<file path="config.mk">
export PLATFORM = sky130hd
export DESIGN_NAME = multicycle_controller
export DESIGN_NICKNAME = d
export VERILOG_FILES = /design/src/rtl/mc_pkg.sv /design/src/rtl/mc_wait_timer.sv /design/src/rtl/multicycle_controller.sv
export SDC_FILE = /design/constraint.sdc
export NUM_CORES = 1
export LEC_CHECK = 0
export BUFFER_PORTS_ARGS = -buffer_cell sky130_fd_sc_hd__buf_4
export CAP_MARGIN = 20
export CORE_MARGIN = 10
export CORE_UTILIZATION = 45
export CTS_CLUSTER_DIAMETER = 60
export CTS_CLUSTER_SIZE = 14
export DETAILED_ROUTE_END_ITERATION = 8
export HOLD_SLACK_MARGIN = 0.15
export PLACE_DENSITY = 0.81
export SLEW_MARGIN = 20
export SYNTH_ARGS = -nofsm -noshare
export SYNTH_HDL_FRONTEND = slang
export SYNTH_SLANG_ARGS = --single-unit
</file>
<file path="constraint.sdc">
create_clock -name clk -period 1.8 [get_ports clk]
set_input_delay 0.09 -clock clk [delete_from_list [all_inputs] [get_ports clk]]
set_output_delay 0.09 -clock clk [all_outputs]
set_load 0.005 [all_outputs]
</file>
<file path="src/rtl/mc_pkg.sv">
// Shared encodings for the multicycle CPU microsequencer: state codes, opcode
// classes, ALU function selects and register read-port selects.
package mc_pkg;

   localparam int STATE_W = 5;

   localparam logic [STATE_W-1:0] ST_RST  = 5'd0;
   localparam logic [STATE_W-1:0] ST_F0   = 5'd1;
   localparam logic [STATE_W-1:0] ST_F1   = 5'd2;
   localparam logic [STATE_W-1:0] ST_F2   = 5'd3;
   localparam logic [STATE_W-1:0] ST_D    = 5'd4;
   localparam logic [STATE_W-1:0] ST_A0   = 5'd5;
   localparam logic [STATE_W-1:0] ST_A1   = 5'd6;
   localparam logic [STATE_W-1:0] ST_L0   = 5'd7;
   localparam logic [STATE_W-1:0] ST_L1   = 5'd8;
   localparam logic [STATE_W-1:0] ST_L2   = 5'd9;
   localparam logic [STATE_W-1:0] ST_L3   = 5'd10;
   localparam logic [STATE_W-1:0] ST_S0   = 5'd11;
   localparam logic [STATE_W-1:0] ST_S1   = 5'd12;
   localparam logic [STATE_W-1:0] ST_S2   = 5'd13;
   localparam logic [STATE_W-1:0] ST_S3   = 5'd14;
   localparam logic [STATE_W-1:0] ST_B0   = 5'd15;
   localparam logic [STATE_W-1:0] ST_B1   = 5'd16;
   localparam logic [STATE_W-1:0] ST_HALT = 5'd17;

   // Opcode classes on IR[15:13]; any class with the top bit clear is ALU.
   localparam logic [2:0] OPC_LOAD   = 3'b100;
   localparam logic [2:0] OPC_STORE  = 3'b101;
   localparam logic [2:0] OPC_BRANCH = 3'b110;
   localparam logic [2:0] OPC_HALT   = 3'b111;

   localparam logic [1:0] FN_IR   = 2'd0;
   localparam logic [1:0] FN_ADD  = 2'd1;
   localparam logic [1:0] FN_PASS = 2'd2;

   localparam logic [1:0] SEL_RB = 2'd0;
   localparam logic [1:0] SEL_RX = 2'd1;
   localparam logic [1:0] SEL_RD = 2'd2;

endpackage

</file>
<file path="src/rtl/mc_wait_timer.sv">
// Memory wait-state counter: clears outside wait states, counts cycles without mem_ready.
// Latency: timeout is combinational on the cycle the count would reach MEM_TIMEOUT; no backpressure.
module mc_wait_timer #(
   parameter int MEM_TIMEOUT = 0
) (
   input  logic clk,
   input  logic rst,
   input  logic in_wait,
   input  logic mem_ready,
   output logic timeout
);

   localparam int TW = (MEM_TIMEOUT > 1) ? $clog2(MEM_TIMEOUT) : 1;
   localparam logic [TW-1:0] LAST = TW'((MEM_TIMEOUT > 0) ? MEM_TIMEOUT - 1 : 0);

   logic [TW-1:0] cnt;

   always_ff @(posedge clk) begin
      if (rst || !in_wait) begin
         cnt <= '0;
      end else if (!mem_ready) begin
         cnt <= cnt + 1'b1;
      end
   end

   // Fires on the wait cycle whose increment would make the count hit
   // MEM_TIMEOUT; a simultaneous mem_ready takes priority.
   assign timeout = (MEM_TIMEOUT != 0) && in_wait && !mem_ready && (cnt == LAST);

endmodule

</file>
<file path="src/rtl/multicycle_controller.sv">
// Microsequencer driving all multicycle datapath strobes, one micro-step per clock.
// Latency: Moore outputs from state; memory wait states hold mem_rd/mem_wr until mem_ready.
module multicycle_controller
   import mc_pkg::*;
#(
   parameter int MEM_TIMEOUT = 0,
   parameter int CNT_W       = 16
) (
   input  logic             clk,
   input  logic             rst,
   input  logic [6:0]       irContr,
   input  logic             Dcondn,
   input  logic             mem_ready,
   output logic             rd,
   output logic             wr,
   output logic             LPC,
   output logic             TPC,
   output logic             LT,
   output logic             TT,
   output logic             LMAR,
   output logic             TMAR,
   output logic             LIR,
   output logic             RMDRExt,
   output logic             RMDRInt,
   output logic             TMDR2X,
   output logic             TMDR2Ext,
   output logic             TMDR2IR,
   output logic             LMDR,
   output logic             LregY,
   output logic             T1,
   output logic             Lflag,
   output logic             PCrst,
   output logic [1:0]       fnSel,
   output logic [1:0]       selreg,
   output logic             mem_rd,
   output logic             mem_wr,
   output logic             halted,
   output logic             mem_fault,
   output logic [CNT_W-1:0] instr_count
);

   logic [STATE_W-1:0] state, state_nxt;
   logic               in_wait, timeout, retire;
   logic               unused_ir;

   assign unused_ir = ^irContr[3:0];

   assign in_wait = (state == ST_F1) || (state == ST_L2) || (state == ST_S3);
   assign retire  = (state == ST_A1) || (state == ST_L3) || (state == ST_B1) ||
                    ((state == ST_S3) && mem_ready);

   mc_wait_timer #(.MEM_TIMEOUT(MEM_TIMEOUT)) u_wait_timer (
      .clk       (clk),
      .rst       (rst),
      .in_wait   (in_wait),
      .mem_ready (mem_ready),
      .timeout   (timeout)
   );

   always_comb begin
      state_nxt = state;
      case (state)
         ST_RST:  state_nxt = ST_F0;
         ST_F0:   state_nxt = ST_F1;
         ST_F1:   state_nxt = mem_ready ? ST_F2 : (timeout ? ST_HALT : ST_F1);
         ST_F2:   state_nxt = ST_D;
         ST_D: begin
            if (!irContr[6]) begin
               state_nxt = ST_A0;
            end else begin
               case (irContr[6:4])
                  OPC_LOAD:   state_nxt = ST_L0;
                  OPC_STORE:  state_nxt = ST_S0;
                  OPC_BRANCH: state_nxt = ST_B0;
                  default:    state_nxt = ST_HALT;
               endcase
            end
         end
         ST_A0:   state_nxt = ST_A1;
         ST_A1:   state_nxt = ST_F0;
         ST_L0:   state_nxt = ST_L1;
         ST_L1:   state_nxt = ST_L2;
         ST_L2:   state_nxt = mem_ready ? ST_L3 : (timeout ? ST_HALT : ST_L2);
         ST_L3:   state_nxt = ST_F0;
         ST_S0:   state_nxt = ST_S1;
         ST_S1:   state_nxt = ST_S2;
         ST_S2:   state_nxt = ST_S3;
         ST_S3:   state_nxt = mem_ready ? ST_F0 : (timeout ? ST_HALT : ST_S3);
         ST_B0:   state_nxt = ST_B1;
         ST_B1:   state_nxt = ST_F0;
         ST_HALT: state_nxt = ST_HALT;
         default: state_nxt = ST_RST;
      endcase
   end

   always_ff @(posedge clk) begin
      if (rst) begin
         state       <= ST_RST;
         instr_count <= '0;
         mem_fault   <= 1'b0;
      end else begin
         state <= state_nxt;
         if (retire) begin
            instr_count <= instr_count + 1'b1;
         end
         if (timeout) begin
            mem_fault <= 1'b1;
         end
      end
   end

   // LT, TT and TMDR2IR are never used by this instruction set.
   assign LT      = 1'b0;
   assign TT      = 1'b0;
   assign TMDR2IR = 1'b0;

   always_comb begin
      rd = 1'b0;  wr = 1'b0;  LPC = 1'b0;  TPC = 1'b0;
      LMAR = 1'b0;  TMAR = 1'b0;  LIR = 1'b0;
      RMDRExt = 1'b0;  RMDRInt = 1'b0;  TMDR2X = 1'b0;  TMDR2Ext = 1'b0;
      LMDR = 1'b0;  LregY = 1'b0;  T1 = 1'b0;  Lflag = 1'b0;  PCrst = 1'b0;
      fnSel = FN_IR;  selreg = SEL_RB;
      mem_rd = 1'b0;  mem_wr = 1'b0;  halted = 1'b0;
      case (state)
         ST_RST:  PCrst = 1'b1;
         ST_F0: begin
            TPC = 1'b1;  fnSel = FN_PASS;  LMAR = 1'b1;  LregY = 1'b1;
         end
         ST_F1: begin
            TMAR = 1'b1;  mem_rd = 1'b1;  LIR = mem_ready;
         end
         ST_F2: begin
            T1 = 1'b1;  fnSel = FN_ADD;  LPC = 1'b1;
         end
         ST_A0, ST_L0, ST_S0: begin
            selreg = SEL_RB;  rd = 1'b1;  LregY = 1'b1;
         end
         ST_A1: begin
            selreg = SEL_RX;  rd = 1'b1;  fnSel = FN_IR;  Lflag = 1'b1;  wr = 1'b1;
         end
         ST_L1, ST_S1: begin
            selreg = SEL_RX;  rd = 1'b1;  fnSel = FN_ADD;  LMAR = 1'b1;
         end
         ST_L2: begin
            TMAR = 1'b1;  mem_rd = 1'b1;  RMDRExt = 1'b1;  LMDR = mem_ready;
         end
         ST_L3: begin
            TMDR2X = 1'b1;  fnSel = FN_PASS;  wr = 1'b1;
         end
         ST_S2: begin
            selreg = SEL_RD;  rd = 1'b1;  fnSel = FN_PASS;  RMDRInt = 1'b1;  LMDR = 1'b1;
         end
         ST_S3: begin
            TMAR = 1'b1;  TMDR2Ext = 1'b1;  mem_wr = 1'b1;
         end
         ST_B0: begin
            TPC = 1'b1;  LregY = 1'b1;
         end
         ST_B1: begin
            if (Dcondn) begin
               selreg = SEL_RB;  rd = 1'b1;  fnSel = FN_ADD;  LPC = 1'b1;
            end
         end
         ST_HALT: halted = 1'b1;
         default: ;
      endcase
   end

endmodule
</file>
* Word-level counts from Yosys, hierarchy flattened
Cells that the tools add are included.
Word-level totals: bits in registers 21, output and inout port bits 43, logic and storage cells 67
Operators by class: $add $sub $neg 1, equal/unequal tests 20, muxes and demuxes 28, reductions and logical operators 16
Operators with widths (number):
- $pmux 5 s15 | 1
- $eq 5x4->1 const B | 8
- $eq 5x3->1 const B | 4
- $mux 1 | 18
- $add 16x1->16 const B | 1
- $pmux 5 s3 | 1
- $reduce_or 3->1 | 5
- $eq 5x2->1 const B | 2
- $eq 5x5->1 const B | 2
- $eq 3x3->1 const B | 3
- $reduce_or 7->1 | 1
- $pmux 1 s2 | 3
- $pmux 2 s3 | 1
- $reduce_or 2->1 | 3
- $eq 5x1->1 const B | 1
- $logic_not 5->1 | 1
- $mux 5 | 1
- $reduce_or 5->1 | 1
- $mux 4 | 1
- $pmux 2 s2 | 1
- $reduce_or 4->1 | 1
- $logic_or 1x1->1 | 3
- $mux 2 | 1
- $logic_and 1x1->1 | 1

* Depth between registers and ports, before layout
depth in word-level cells 4, depth in mapped cells 7, depth with buffers taken out 5

* Modules after synthesis
From an unflattened synthesis, not the netlist that was laid out.
Unflattened totals: cell total of the unflattened synthesis 220, area total of the unflattened synthesis 1674.1 um2
Modules (own cells, without submodules):
- multicycle_controller | instances 1, cells each 218, area an instance 1662.8 um2, seq. area each 440.4 um2
- mc_wait_timer | instances 1, cells each 2, area an instance 11.3 um2, seq. area each 0.0 um2

* Worst setup path before layout
Ideal clock, no wire load.
path type register to register, start point register instr_count[0], end point register instr_count[14], arrival 1.734 ns, data required time 1.730 ns, setup slack -0.005 ns, stages on the path, launching flop included 6, path buffers 0, cells stage by stage dfxtp_1 > ha_1 > nand4_1 > or4_1 > or4_1 > a21oi_1
On the way: longest elaborated chain between the ends 1
Ends and longest elaborated chain:
- from (decl) | line multicycle_controller.sv:39 | output logic [CNT_W-1:0] instr_count
- from (signal assigned) | line multicycle_controller.sv:104 | instr_count <= instr_count + 1'b1;
- $add 16x1->16 | line multicycle_controller.sv:104
Every way passes these cells. A chain may end at the register's enable or synchronous reset.

* Worst setup path after layout
start point register instr_count[1], end point register instr_count[15]
The elaborated chain is that of the path after synthesis.

==> impl_metrics.yaml <==
pwr:
  powerDensity_nw_per_um2: 487
  totalPowerFinal_mw: 1.11
  power_frac_comb_pct: 35.5
  p_sw_share_pct: 33.4
  p_sw_uw: 371
  ir_worst_vdd_mv: 0.346
  p_int_uw: 739
  clkPwrFrac_pct: 20.4
  leakage_nw: 0.922
  p_seq_share_pct: 44.0
synthesis:
  synth_edf_count: 0
  synthTopCellsByCount: "a21oi_1, dfxtp_1, nand2_1, nor2_1, o21ai_0"
  ys_seq_area_share_pct: 26.8
  synthFlopType: "dfxtp_1"
  synth_top_area_share_pct: 26.8
  async_reset_ff_share_pct: 0
  synth_area_sq_um: 1570
  synthCells: 216
  yosysWarnings: 0
  synth_seq_cells: 21
  yosysTopAreaCell: "dfxtp_1"
  synthMostInstantiatedCell: "a21oi_1"
  synth_area_leaders: "dfxtp_1, a21oi_1, o31ai_1"
  avgSynthCellArea_sq_um: 7.26
  synthDistinctLibCells: 45
worst_setup_path:
  timing.rr.start: "instr_count[1]$_SDFFE_PP0P_"
  endpoint: "instr_count[15]$_SDFFE_PP0P_"
  worstPathArrival_ns: 2.02
  required_ns: 2.05
  worst_setup_path_end_kind: "flip-flop"
  crit_path_top_delay_cell: "or4_4"
  path_delay_family: "simple AND/OR/NAND/NOR gates"
  reg2reg_to: "instr_count[15]$_SDFFE_PP0P_"
  rr_worst_depth: 5
  critical_path_depth: 5
  cpPeakStageDelay_ns: 0.52
  crit_path_start_kind: "flip-flop"
  critPathBufInv: 1
  crit_chain: "buf_4, nand2_2, or4_4, or4_1, a21oi_1"
  critPathKind: "flip-flop to flip-flop"
  crit_start: "instr_count[1]$_SDFFE_PP0P_"
  r2r_slack_ns: 0.02
  critPathMaxFanout: 6
drt:
  drc_errors: 0
  wirelength_um: 4900
  viasPerCell: 5.73
  firstDrtPassIters: 4
  via_count: 1874
  detail_route.wl_per_cell_um: 15.0
  drt_iter0_markers: 123
  drt.antenna.violating_nets: 0
run:
  drv_cap: 0
floorplan:
  core_sq_um: 3360
  die_w_um: 79.0
  dieArea_sq_um: 6240
  start_util_pct: 46.6
  ios: 54
  num_rows: 21
  die_y_um: 79.0
global_route:
  grt.overflow.total: 0
  grt_start_max_net_pins: 34
  grt_pass1_wl_um: 7260
  grt_antenna_before_repair: 0
  first_global_vias: 1597
  grt_use_total_pct: 13.4
finish:
  area_growth_pct: 45.3
  nets: 294
  num_antenna_cells: 0
  post-route-util_pct: 67.7
  drive_gt1_share_pct: 40.9
timing:
  worst_slack_ns: 0.0237
  period_needed_ns: 1.78
  setup_viol: 0
  final_hold_viol_count: 0
  fmax_mhz: 563
  fin_crit_sh_pct: 98.7
  rsz0062_at_grt: "true"
  skew_ns: 0.00292
  slew_viol_final: 0
clocking:
  clk_pin_slew_ns: 0.12
  cts_buffer_depth: 2
  cts_buffers: 3
  clkSinkCount: 21
  cts_tree: "done"
  cts_root_buffer: "clkbuf_4"
  htreeDepth: 1
  clock_latency_ns: 0.30
placed_design:
  dp_worst_setup_slack_ns: -0.00926
  place.gp.congestion: 0.876
  detailed_place_hpwl_um: 3500
  numPortBuffers: 45
status:
  status: "complete, no violations"
min_path:
  hold_path_class: "input pin to flip-flop"
power by group through the flow:
stage	Sequential (mW)	Combinational [mW]	Clock, mW
after global placement	0.496	0.338	0
after detailed placement	0.497	0.341	0
after global routing	0.491	0.431	0.258
after CTS	0.488	0.359	0.235
after floorplan	0.495	0.201	0
final	0.489	0.394	0.227
cell usage in the layout (no fill, tap or decap), types with 4 or more instances in the layout:
master and count:
nand2_1 14, o21ai_0 14, or4_1 10, nor3_1 10, a21oi_1 26, nor2_1 12, conb_1 4, nand3_1 7
nand3b_1 4, buf_4 74, o31ai_1 11, nand4_1 4, dfxtp_1 8, dfxtp_2 11, inv_1 6
registers in the layout, indices dropped and copies added (netlist names):
signal,cells
state,5
instr_count,16
worst min-delay path: cells and delay by family:
kind / cells / cell delay (ns)
compound gates: 2 / 0.27
buf+inv: 1 / 0.12
simple gates: 1 / 0.04
cell type report:
cell class              count  area, sq um
fillers                   271         1090
repair buffers             80          637
well taps                  46         57.6
clock inverters             1         5.00
multi-input cells         169         1080
inverters                   7         30.0
flip-flops and latches     21          442
clock buffers               3         22.5
how the worst min path moves through the flow:
| stage | endpoint | startpoint | cells after the start | slack, ns |
|---|---|---|---|---|
| 4_1_cts | state[2]$_SDFF_PP0_ | mem_ready | 4 | 0.21 |
| 5_1_grt | state[2]$_SDFF_PP0_ | mem_ready | 4 | 0.23 |
| 3_5_place_dp | state[4]$_SDFF_PP0_ | irContr[4] | 3 | 0.40 |
| 2_1_floorplan | state[4]$_SDFF_PP0_ | irContr[4] | 2 | 0.23 |
| 3_3_place_gp | state[4]$_SDFF_PP0_ | irContr[4] | 3 | 0.39 |
| 6_report | state[2]$_SDFF_PP0_ | mem_ready | 4 | 0.24 |
layer usage:
layer | vias up | global-route usage, % | wire, um
met5 | - | 0 | 0
met3 | 4 | 3.04 | 280
met2 | 48 | 22.7 | 2520
met1 | 897 | 16.6 | 2050
li1 | 925 | - | -
met4 | 0 | 3.41 | 44
per-stage QoR:
stage | cells | hold WS, ns | instance area (sq um) | TNS (ns)
3_5_place_dp | 315 | 0.400 | 2090 | -0.0151
4_1_cts | 323 | 0.214 | 2190 | 0
2_1_floorplan | 219 | 0.234 | 1580 | 0
3_3_place_gp | 315 | 0.393 | 2090 | 0
6_report | 327 | 0.240 | 2280 | 0
5_1_grt | 327 | 0.227 | 2280 | -0.296
cells by family after synthesis:
| kind of cell | after synthesis | synth area share, % |
|---|---|---|
| and+or+nand+nor | 94 | 35.9 |
| AOI/OAI and AO/OA | 65 | 24.7 |
| buffers and inverters | 29 | 8.46 |
| DFF | 21 | 26.8 |
| xor gates and xnor gates | 3 | 1.68 |
| muxes | 2 | 1.36 |
| adders and majority gates | 1 | 0.798 |
| other | 1 | 0.239 |
repair_timing:
action / CTS / global route
pin swaps: 1 / 3
gates resized for setup: 9 / 21
hold endpoints to repair: 17 / 0
hold buffers: 3 / 0
setup endpoints to repair: 12 / 17
setup buffers: 1 / 4
Note: power is estimated with default switching activity, not from simulation.
